File: src/rtl/pipe_hazard_ctrl_if.sv
// Bundle of hazard-controller signals between the pipeline datapath (master)
// and the hazard controller (slave).
interface pipe_hazard_ctrl_if #(
    parameter int REG_W = 4
);
    logic [REG_W-1:0] id_src1;
    logic [REG_W-1:0] id_src2;
    logic [REG_W-1:0] id_src3;
    logic [2:0]       id_uses_src;
    logic [REG_W-1:0] exe_dest;
    logic             exe_wb_en;
    logic             exe_rd_mem_en;
    logic             branch_taken;
    logic             mem_req;
    logic             mem_ready;
    logic             perf_clr;
    logic             pc_en;
    logic             ifid_stall;
    logic             ifid_flush;
    logic             idexe_bubble;
    logic             pipe_hold;
    logic [1:0]       state;
    logic             mem_timeout;
    logic [15:0]      stall_cnt;
    logic [15:0]      flush_cnt;

    modport master (
        output id_src1, id_src2, id_src3, id_uses_src, exe_dest, exe_wb_en,
               exe_rd_mem_en, branch_taken, mem_req, mem_ready, perf_clr,
        input  pc_en, ifid_stall, ifid_flush, idexe_bubble, pipe_hold, state,
               mem_timeout, stall_cnt, flush_cnt
    );

    modport slave (
        input  id_src1, id_src2, id_src3, id_uses_src, exe_dest, exe_wb_en,
               exe_rd_mem_en, branch_taken, mem_req, mem_ready, perf_clr,
        output pc_en, ifid_stall, ifid_flush, idexe_bubble, pipe_hold, state,
               mem_timeout, stall_cnt, flush_cnt
    );
endinterface

File: src/rtl/pipe_hazard_ctrl.sv
// Pipeline hazard controller: load-use stalls, taken-branch flushes and data
// memory wait holds, with a sticky memory timeout flag and perf counters.
module pipe_hazard_ctrl #(
    parameter int REG_W             = 4,
    parameter int LOAD_STALL_CYCLES = 1,
    parameter int FETCH_LAT         = 1,
    parameter int MEM_TIMEOUT       = 64
) (
    input logic            clk,
    input logic            rst,
    pipe_hazard_ctrl_if.slave bus
);
    localparam int LS_W   = (LOAD_STALL_CYCLES > 2) ? $clog2(LOAD_STALL_CYCLES) : 1;
    localparam int FL_W   = (FETCH_LAT > 2) ? $clog2(FETCH_LAT) : 1;
    localparam int WAIT_W = $clog2(MEM_TIMEOUT + 1);

    typedef enum logic [1:0] {
        RUN        = 2'd0,
        LOAD_STALL = 2'd1,
        FLUSH      = 2'd2,
        MEM_WAIT   = 2'd3
    } state_t;

    state_t            state_r;
    state_t            next_state_s;
    logic [LS_W-1:0]   ls_cnt_r;
    logic [LS_W-1:0]   ls_cnt_nxt_s;
    logic [FL_W-1:0]   fl_cnt_r;
    logic [FL_W-1:0]   fl_cnt_nxt_s;
    logic [WAIT_W-1:0] wait_cnt_r;
    logic [WAIT_W-1:0] wait_cnt_nxt_s;
    logic [15:0]       stall_cnt_r;
    logic [15:0]       flush_cnt_r;
    logic              mem_timeout_r;
    logic [REG_W-1:0]  exe_dest_s;
    logic              hazard_s;
    logic              memwait_s;
    logic              flush_evt_s;
    logic              pc_en_s;
    logic              stall_s;
    logic              flush_s;
    logic              bubble_s;
    logic              hold_s;

    assign exe_dest_s = bus.exe_dest;
    assign memwait_s  = bus.mem_req & ~bus.mem_ready;
    assign hazard_s   = bus.exe_rd_mem_en & bus.exe_wb_en &
                        ((bus.id_uses_src[0] & (bus.id_src1 == exe_dest_s)) |
                         (bus.id_uses_src[1] & (bus.id_src2 == exe_dest_s)) |
                         (bus.id_uses_src[2] & (bus.id_src3 == exe_dest_s)));

    // Next-state and control outputs; memwait outranks branch, branch outranks hazard.
    always_comb begin
        next_state_s   = state_r;
        ls_cnt_nxt_s   = ls_cnt_r;
        fl_cnt_nxt_s   = fl_cnt_r;
        wait_cnt_nxt_s = wait_cnt_r;
        flush_evt_s    = 1'b0;
        pc_en_s        = 1'b1;
        stall_s        = 1'b0;
        flush_s        = 1'b0;
        bubble_s       = 1'b0;
        hold_s         = 1'b0;
        if (state_r == MEM_WAIT) begin
            if (memwait_s) begin
                pc_en_s = 1'b0;
                stall_s = 1'b0 | 1'b1;
                hold_s  = 1'b1;
                if (wait_cnt_r != WAIT_W'(MEM_TIMEOUT)) begin
                    wait_cnt_nxt_s = wait_cnt_r + WAIT_W'(1);
                end else begin
                    wait_cnt_nxt_s = wait_cnt_r;
                end
            end else begin
                wait_cnt_nxt_s = '0;
                next_state_s   = RUN;
            end
        end else if (memwait_s) begin
            // The entry cycle is the first cycle of the wait.
            pc_en_s        = 1'b0;
            stall_s        = 1'b1;
            hold_s         = 1'b1;
            wait_cnt_nxt_s = WAIT_W'(1);
            next_state_s   = MEM_WAIT;
        end else begin
            case (state_r)
                FLUSH: begin
                    flush_s = 1'b1;
                    if (fl_cnt_r == '0) begin
                        next_state_s = RUN;
                    end else begin
                        fl_cnt_nxt_s = fl_cnt_r - FL_W'(1);
                    end
                end
                RUN, LOAD_STALL: begin
                    if (bus.branch_taken) begin
                        flush_s     = 1'b1;
                        bubble_s    = 1'b1;
                        flush_evt_s = 1'b1;
                        if (FETCH_LAT > 0) begin
                            next_state_s = FLUSH;
                            fl_cnt_nxt_s = FL_W'(FETCH_LAT - 1);
                        end else begin
                            next_state_s = RUN;
                        end
                    end else if (state_r == LOAD_STALL) begin
                        pc_en_s  = 1'b0;
                        stall_s  = 1'b1;
                        bubble_s = 1'b1;
                        if (ls_cnt_r == '0) begin
                            next_state_s = RUN;
                        end else begin
                            ls_cnt_nxt_s = ls_cnt_r - LS_W'(1);
                        end
                    end else if (hazard_s) begin
                        pc_en_s  = 1'b0;
                        stall_s  = 1'b1;
                        bubble_s = 1'b1;
                        if (LOAD_STALL_CYCLES > 1) begin
                            next_state_s = LOAD_STALL;
                            ls_cnt_nxt_s = LS_W'(LOAD_STALL_CYCLES - 2);
                        end else begin
                            next_state_s = RUN;
                        end
                    end else begin
                        next_state_s = RUN;
                    end
                end
                default: begin
                    next_state_s = RUN;
                end
            endcase
        end
    end

    // State, sequencing counters, sticky timeout and saturating perf counters.
    always_ff @(posedge clk or posedge rst) begin
        if (rst) begin
            state_r       <= RUN;
            ls_cnt_r      <= '0;
            fl_cnt_r      <= '0;
            wait_cnt_r    <= '0;
            mem_timeout_r <= 1'b0;
            stall_cnt_r   <= 16'd0;
            flush_cnt_r   <= 16'd0;
        end else begin
            state_r    <= next_state_s;
            ls_cnt_r   <= ls_cnt_nxt_s;
            fl_cnt_r   <= fl_cnt_nxt_s;
            wait_cnt_r <= wait_cnt_nxt_s;
            if (wait_cnt_nxt_s == WAIT_W'(MEM_TIMEOUT)) begin
                mem_timeout_r <= 1'b1;
            end else begin
                mem_timeout_r <= mem_timeout_r;
            end
            if (bus.perf_clr) begin
                stall_cnt_r <= 16'd0;
                flush_cnt_r <= 16'd0;
            end else begin
                if (!pc_en_s && (stall_cnt_r != 16'hFFFF)) begin
                    stall_cnt_r <= stall_cnt_r + 16'd1;
                end else begin
                    stall_cnt_r <= stall_cnt_r;
                end
                if (flush_evt_s && (flush_cnt_r != 16'hFFFF)) begin
                    flush_cnt_r <= flush_cnt_r + 16'd1;
                end else begin
                    flush_cnt_r <= flush_cnt_r;
                end
            end
        end
    end

    // Reset forces the free-running pipeline controls regardless of inputs.
    assign bus.pc_en        = rst | pc_en_s;
    assign bus.ifid_stall   = ~rst & stall_s;
    assign bus.ifid_flush   = ~rst & flush_s;
    assign bus.idexe_bubble = ~rst & bubble_s;
    assign bus.pipe_hold    = ~rst & hold_s;
    assign bus.state        = state_r;
    assign bus.mem_timeout  = mem_timeout_r;
    assign bus.stall_cnt    = stall_cnt_r;
    assign bus.flush_cnt    = flush_cnt_r;
endmodule
File: src/flat_wrapper.sv
// flat-port wrapper written by rule: the top's interface ports become plain ports
module pipe_hazard_ctrl_flat 
#(
    parameter int REG_W             = 4,
    parameter int LOAD_STALL_CYCLES = 1,
    parameter int FETCH_LAT         = 1,
    parameter int MEM_TIMEOUT       = 64
)
  (clk, rst, bus_id_src1, bus_id_src2, bus_id_src3, bus_id_uses_src, bus_exe_dest, bus_exe_wb_en, bus_exe_rd_mem_en, bus_branch_taken, bus_mem_req, bus_mem_ready, bus_perf_clr, bus_pc_en, bus_ifid_stall, bus_ifid_flush, bus_idexe_bubble, bus_pipe_hold, bus_state, bus_mem_timeout, bus_stall_cnt, bus_flush_cnt);
  pipe_hazard_ctrl_if #(.REG_W(REG_W)) bus_i ();
  input logic clk;
  input logic rst;
  input wire logic [$bits(bus_i.id_src1)-1:0] bus_id_src1;
  input wire logic [$bits(bus_i.id_src2)-1:0] bus_id_src2;
  input wire logic [$bits(bus_i.id_src3)-1:0] bus_id_src3;
  input wire logic [$bits(bus_i.id_uses_src)-1:0] bus_id_uses_src;
  input wire logic [$bits(bus_i.exe_dest)-1:0] bus_exe_dest;
  input wire logic [$bits(bus_i.exe_wb_en)-1:0] bus_exe_wb_en;
  input wire logic [$bits(bus_i.exe_rd_mem_en)-1:0] bus_exe_rd_mem_en;
  input wire logic [$bits(bus_i.branch_taken)-1:0] bus_branch_taken;
  input wire logic [$bits(bus_i.mem_req)-1:0] bus_mem_req;
  input wire logic [$bits(bus_i.mem_ready)-1:0] bus_mem_ready;
  input wire logic [$bits(bus_i.perf_clr)-1:0] bus_perf_clr;
  output wire logic [$bits(bus_i.pc_en)-1:0] bus_pc_en;
  output wire logic [$bits(bus_i.ifid_stall)-1:0] bus_ifid_stall;
  output wire logic [$bits(bus_i.ifid_flush)-1:0] bus_ifid_flush;
  output wire logic [$bits(bus_i.idexe_bubble)-1:0] bus_idexe_bubble;
  output wire logic [$bits(bus_i.pipe_hold)-1:0] bus_pipe_hold;
  output wire logic [$bits(bus_i.state)-1:0] bus_state;
  output wire logic [$bits(bus_i.mem_timeout)-1:0] bus_mem_timeout;
  output wire logic [$bits(bus_i.stall_cnt)-1:0] bus_stall_cnt;
  output wire logic [$bits(bus_i.flush_cnt)-1:0] bus_flush_cnt;
  assign bus_i.id_src1 = bus_id_src1;
  assign bus_i.id_src2 = bus_id_src2;
  assign bus_i.id_src3 = bus_id_src3;
  assign bus_i.id_uses_src = bus_id_uses_src;
  assign bus_i.exe_dest = bus_exe_dest;
  assign bus_i.exe_wb_en = bus_exe_wb_en;
  assign bus_i.exe_rd_mem_en = bus_exe_rd_mem_en;
  assign bus_i.branch_taken = bus_branch_taken;
  assign bus_i.mem_req = bus_mem_req;
  assign bus_i.mem_ready = bus_mem_ready;
  assign bus_i.perf_clr = bus_perf_clr;
  assign bus_pc_en = bus_i.pc_en;
  assign bus_ifid_stall = bus_i.ifid_stall;
  assign bus_ifid_flush = bus_i.ifid_flush;
  assign bus_idexe_bubble = bus_i.idexe_bubble;
  assign bus_pipe_hold = bus_i.pipe_hold;
  assign bus_state = bus_i.state;
  assign bus_mem_timeout = bus_i.mem_timeout;
  assign bus_stall_cnt = bus_i.stall_cnt;
  assign bus_flush_cnt = bus_i.flush_cnt;
  pipe_hazard_ctrl #(.REG_W(REG_W), .LOAD_STALL_CYCLES(LOAD_STALL_CYCLES), .FETCH_LAT(FETCH_LAT), .MEM_TIMEOUT(MEM_TIMEOUT)) u_core (.clk(clk), .rst(rst), .bus(bus_i));
endmodule
File: config.mk
export PLATFORM = sky130hd
export DESIGN_NAME = pipe_hazard_ctrl_flat
export DESIGN_NICKNAME = d
export VERILOG_FILES = /design/src/rtl/pipe_hazard_ctrl_if.sv /design/src/rtl/pipe_hazard_ctrl.sv /design/src/flat_wrapper.sv
export SDC_FILE = /design/constraint.sdc
export NUM_CORES = 1
export LEC_CHECK = 0
export CORE_MARGIN = 1.5
export CORE_UTILIZATION = 50
export CTS_BUF_LIST = sky130_fd_sc_hd__clkbuf_16
export DETAILED_ROUTE_END_ITERATION = 16
export PLACE_DENSITY = 0.82
export SLEW_MARGIN = 20
export SYNTH_ARGS = -nofsm -noshare
export SYNTH_HDL_FRONTEND = slang
export SYNTH_SLANG_ARGS = --single-unit
File: constraint.sdc
create_clock -name clk -period 3.2 [get_ports clk]
set_input_delay 0.8 -clock clk [delete_from_list [all_inputs] [get_ports clk]]
set_output_delay 0.8 -clock clk [all_outputs]
set_load 0.05 [all_outputs]
==> results of run 1 <==
==> Yosys cell counts (5+ instances only) <==
cell      instances
clkbuf_1          5
dfrtp_1          42
inv_1            13
mux2_2            7
nor2b_1           8
nand2_1          24
xnor2_1           6
o21ai_0          12
a21oi_1          10
nand2b_1          6
and4_1            5
xor2_1           17
o31ai_1           6
nand3_1          14
or4_1             6
nor3_1            9
nor2_1           34
==> path summary, 6_finish.rpt <==
path | startpoint | endpoint | slack (ns)
setup reg to reg | u_core.bus.stall_cnt[0]$_DFFE_PP0P_ | u_core.bus.stall_cnt[8]$_DFFE_PP0P_ | 1.01
hold / removal | u_core.bus.mem_timeout$_DFFE_PP0N_ | u_core.bus.mem_timeout$_DFFE_PP0N_ | 0.48
max in group asynchronous | rst | u_core.wait_cnt_r[0]$_DFF_PP0_ | 1.65
hold reg to reg | u_core.bus.mem_timeout$_DFFE_PP0N_ | u_core.bus.mem_timeout$_DFFE_PP0N_ | 0.48
min in group asynchronous | rst | u_core.bus.stall_cnt[9]$_DFFE_PP0P_ | 1.05
setup / recovery | bus_id_src2[0] | bus_idexe_bubble | 0.01
==> report_power, final <==
group / switching (mW) / internal [mW] / leakage, nW
Sequential: 0.0114 / 0.539 / 0.579
Combinational: 0.125 / 0.0944 / 0.933
Clock: 0.193 / 0.282 / 0.0724
Total: 0.329 / 0.915 / 1.58
==> routing by layer <==
metal | track usage | wire, um
met5 | 0 | 0
met4 | 0.0905 | 104
met3 | 0.0637 | 498
met2 | 0.398 | 3350
met1 | 0.313 | 2760
==> kinds of logic (layout without fill, tap and decap cells) <==
kind of cell | after synthesis | in the layout | synth area share
and+or+nand+nor | 133 | 133 | 0.286
AOI/OAI and AO/OA | 47 | 47 | 0.128
DFF | 42 | 42 | 0.415
xor gates and xnor gates | 23 | 23 | 0.0796
buffers and inverters | 21 | 102 | 0.0326
muxes | 9 | 9 | 0.0391
adders and majority gates | 4 | 4 | 0.0198
==> state kept, by name, indices dropped and copies added (netlist names) <==
name	cells
u_core.bus.flush_cnt	16
u_core.bus.stall_cnt	16
u_core.wait_cnt_r	7
u_core.bus.state	2
u_core.bus.mem_timeout	1
==> cell type report <==
| type | count | share of cell area |
|---|---|---|
| sequential | 42 | 0.285 |
| inverter | 13 | 0.0132 |
| clock inverter | 3 | 0.00340 |
| multi-input combinational | 216 | 0.416 |
| timing repair buffer | 81 | 0.226 |
| clock buffer | 5 | 0.0340 |
| tap | 67 | 0.0228 |
==> critical path, cell delays in order <==
cell             delay (ns)
clkdlybuf4s15_1        0.20
xor2_2                 0.19
nor4_4                 0.38
o311ai_4               0.16
a2111oi_4              0.42
clkbuf_16              0.23
==> timing repair <==
action / 4_1_cts / 5_1_grt
pin swaps: 11 / 9
endpoints found under the setup margin: 3 / 3
setup buffers: 1 / 3
gates resized for setup: 28 / 27
==> results.toml, run 1 <==
[setup_path]
startpoint_type = "input port"
cp.required_ns = 2.40
r2r_cells = 6
arrival_ns = 2.39
worstSetupPathType = "in -> out"
path_max_fanout = 2
end_kind = "output port"

[place]
dpl_cell_area_mm2 = 0.00343
pre_cts_slack_ns = -0.457
portBuffers = 66
dp_hpwl_um = 4660
place_congestion = 0.841
dpl.cell_count = 417

[synthesis]
postSynthAreaPerCell_um2 = 9.07
synth_edf_count = 0
synth_seq_cells = 42
synth_top_area_cell = "dfrtp_1"
yosysTopAreaCellShare = 0.415
yosys_warnings = 0
ys_seq_area_frac = 0.415
yosysUniqueCellTypes = 46
ys_top_cells_by_area = "dfrtp_1, xor2_1, nor2_1, nand2_1, mux2_2"
synth_cells = 279
synth_fp_nets = 310
async_reset_ff_frac = 1.00
ys.flop_type = "dfrtp_1"
synth_area_mm2 = 0.00253

[power]
vdd_drop_max_mv = 0.342
p_total_mw = 1.24
power_density_mw_per_mm2 = 338
p_leak_nw = 1.58

[finish]
antenna_cells = 0
final_common_cell = "clkdlybuf4s50_1"
fillers = 357
fin_cells = 427
final_nets = 390
stdcell_area_mm2 = 0.00368
final_util = 0.770
final_cell_mix = "clkdlybuf4s50_1, dfrtp_1, nor2_1, nand2_1, nand3_1"
regArea_mm2 = 0.00105
syn2layout_area_growth_pct = 45.6
drive_above_1_share = 0.172
multiInputGateArea_mm2 = 0.00153

[sta]
worstMarginPinSlew_ns = 0.761
setup-tns-final_ns = 0
setup-violations-final = 0
period_minus_slack_ns = 3.19
fmax_ghz = 0.314
fin_ws_ns = 0.0134
clock_skew_ns = 0.00435
slew_violations = 0
whs_ns = 0.479
slew_headroom = 0.491
hold_viol = 0
final.period_utilization = 0.996

[routing]
wirelength_um = 6710
antenna_left = 0
drcViolationCount = 0
drt-wirelength-per-cell_um = 15.7
avgViaCountPerCell = 5.64
vias = 2409
dr.pass1.iters = 5
drtIter0Drc = 152

[floorplanning]
die_w_um = 74.2
die_h_um = 74.2
io_pins = 67
row_count = 25
core-area_mm2 = 0.00479
dieArea_mm2 = 0.00550
initial_core_util = 0.529

[run]
drv_cap = 0

[global_route]
grt_first_pass_wirelength_um = 10300
overflow = 0
track_usage = 0.244
grt_max_degree = 35
grt_pass1_vias = 2281
antenna_found_initial = 0

[clock_tree]
hold_buffers = 0
root_buffer = "clkbuf_16"
cts_tree = "yes"
clkLatencyLatePin_ns = 0.28
cts_buffers = 5
cts.sinks = 42
htreeDepth = 2
path_clk_slew_ns = 0.06
clk_path_buf_depth = 2

[hold_path]
min_path_type = "reg -> reg"
hold_depth = 1

[status]
status = "finished, final reports clean"
Power figures use the tool's default switching activity.
==> inputs of run 2 (changes only) <==
==> constraint.sdc (replaced) <==
create_clock -name clk -period 3.2 [get_ports clk]
set_input_delay 0.8 -clock clk [delete_from_list [all_inputs] [get_ports clk]]
set_output_delay 0.8 -clock clk [all_outputs]
set_load 0.005 [all_outputs]
==> run 2 against run 1 <==
Against the previous run: core utilization decreased by 1.6 points; final area decreased by 2.1%; clock skew about the same; critical path depth unchanged; die area unchanged; worst hold slack improved by 0.038 ns; clock power increased by 20%; sequential power about the same; critical endpoint unchanged.
==> results.toml, run 2 (same netlist as run 1, synthesis figures left out) <==
[status]
status = "finished, final reports clean"

[clock_tree]
path_clk_slew_ns = 0.06
htreeDepth = 2
cts_buffers = 5
root_buffer = "clkbuf_16"
cts_tree = "yes"
clkLatencyLatePin_ns = 0.28
clk_path_buf_depth = 2
hold_buffers = 0
cts.sinks = 42

[place]
portBuffers = 66
place_congestion = 0.847
dpl_cell_area_mm2 = 0.00340
dp_hpwl_um = 4680

[routing]
drcViolationCount = 0
highest_layer = "met4"
drt-wirelength-per-cell_um = 15.3
wirelength_um = 6650
avgViaCountPerCell = 5.57
wl_met3_um = 376
met1Wirelength_um = 2830
drtIter0Drc = 109
wl_met2_um = 3300
vias = 2421
dr.pass1.iters = 4
antenna_left = 0

[setup_path]
startpoint_type = "input port"
cp_num_buf_inv = 2
cp_cell_sequence = "clkdlybuf4s50_1, xor2_1, nor4_4, o311ai_2, a2111oi_2, buf_2"
crit_path_max_incr_delay_ns = 0.43
cp_slowest_cell = "clkdlybuf4s50_1"
path_max_fanout = 2
end_kind = "output port"
crit_family = "buffers and inverters"
cp.required_ns = 2.40
arrival_ns = 2.33
worstSetupPathType = "in -> out"

[floorplanning]
row_count = 25
core-area_mm2 = 0.00479
dieArea_mm2 = 0.00550
die_w_um = 74.2
io_pins = 67
initial_core_util = 0.529
die_h_um = 74.2

[sta]
setup-violations-final = 0
whs_ns = 0.517
clock_skew_ns = 0.00428
slew_headroom = 0.463
hold_viol = 0
final.period_utilization = 0.979
period_minus_slack_ns = 3.13
slew_violations = 0
worstMarginPinSlew_ns = 0.802
setup-tns-final_ns = 0
fmax_ghz = 0.319

[global_route]
grt_first_pass_wirelength_um = 10500
antenna_found_initial = 0
overflow = 0
grt_max_degree = 24
track_usage = 0.249
grt_pass1_vias = 2332

[hold_path]
min_path_type = "reg -> reg"

[run]
drv_cap = 0

[finish]
stdcell_area_mm2 = 0.00361
drive_above_1_share = 0.147
syn2layout_area_growth_pct = 42.5
final_common_cell = "clkdlybuf4s50_1"
antenna_cells = 0
fillers = 368
final_cell_mix = "clkdlybuf4s50_1, dfrtp_1, nor2_1, nand2_1, buf_4"
final_nets = 398

[power]
power_density_mw_per_mm2 = 361
vdd_drop_max_mv = 0.391
p_total_mw = 1.30
p_leak_nw = 1.52
run 2: through the flow:
stage / setup WS [ns] / utilization / instances
3_3_place_gp: -0.687 / 0.711 / 425
5_1_grt: -0.00604 / 0.754 / 435
2_1_floorplan: 0.391 / - / 279
4_1_cts: -0.0220 / 0.751 / 434
3_5_place_dp: -0.746 / 0.711 / 425
6_report: 0.0664 / 0.754 / 435
run 2: power by group:
group,switching (mW),leakage (nW),internal [mW]
sequential,0.0108,0.579,0.539
combinational,0.0899,0.855,0.0904
clock,0.206,0.0836,0.365
run 2: path summary, 6_finish.rpt:
check,depth (start not counted),end,slack (ns),from
max,6,bus_idexe_bubble,0.07,bus_id_src2[1]
min,1,u_core.bus.mem_timeout$_DFFE_PP0N_,0.52,u_core.bus.mem_timeout$_DFFE_PP0N_
max reg2reg,8,u_core.bus.mem_timeout$_DFFE_PP0N_,0.88,u_core.wait_cnt_r[0]$_DFF_PP0_
min reg2reg,1,u_core.bus.mem_timeout$_DFFE_PP0N_,0.52,u_core.bus.mem_timeout$_DFFE_PP0N_
max in group asynchronous,4,u_core.bus.flush_cnt[7]$_DFFE_PP0P_,1.36,rst
min in group asynchronous,3,u_core.bus.stall_cnt[7]$_DFFE_PP0P_,1.14,rst
run 2: repair_timing:
item	CTS	global route
gates resized for setup	29	1
pin swaps	10	2
setup buffers	1	1
endpoints found under the setup margin	4	3
run 2: cell type report:
cell class / instances / area, um^2 / area share
clock buffer: 5 / 125 / 0.0347
clock inverter: 3 / 40.0 / 0.0111
inverter: 13 / 48.8 / 0.0135
multi-input combinational: 216 / 1450 / 0.401
sequential: 42 / 1050 / 0.291
tap: 67 / 83.8 / 0.0232
timing repair buffer: 89 / 812 / 0.225
run 2: per-layer routing:
layer  vias up  track usage
li1       1171            -
met1      1167        0.315
met2        70        0.420
met3        13       0.0393
met4         0        0.113
met5         -            0
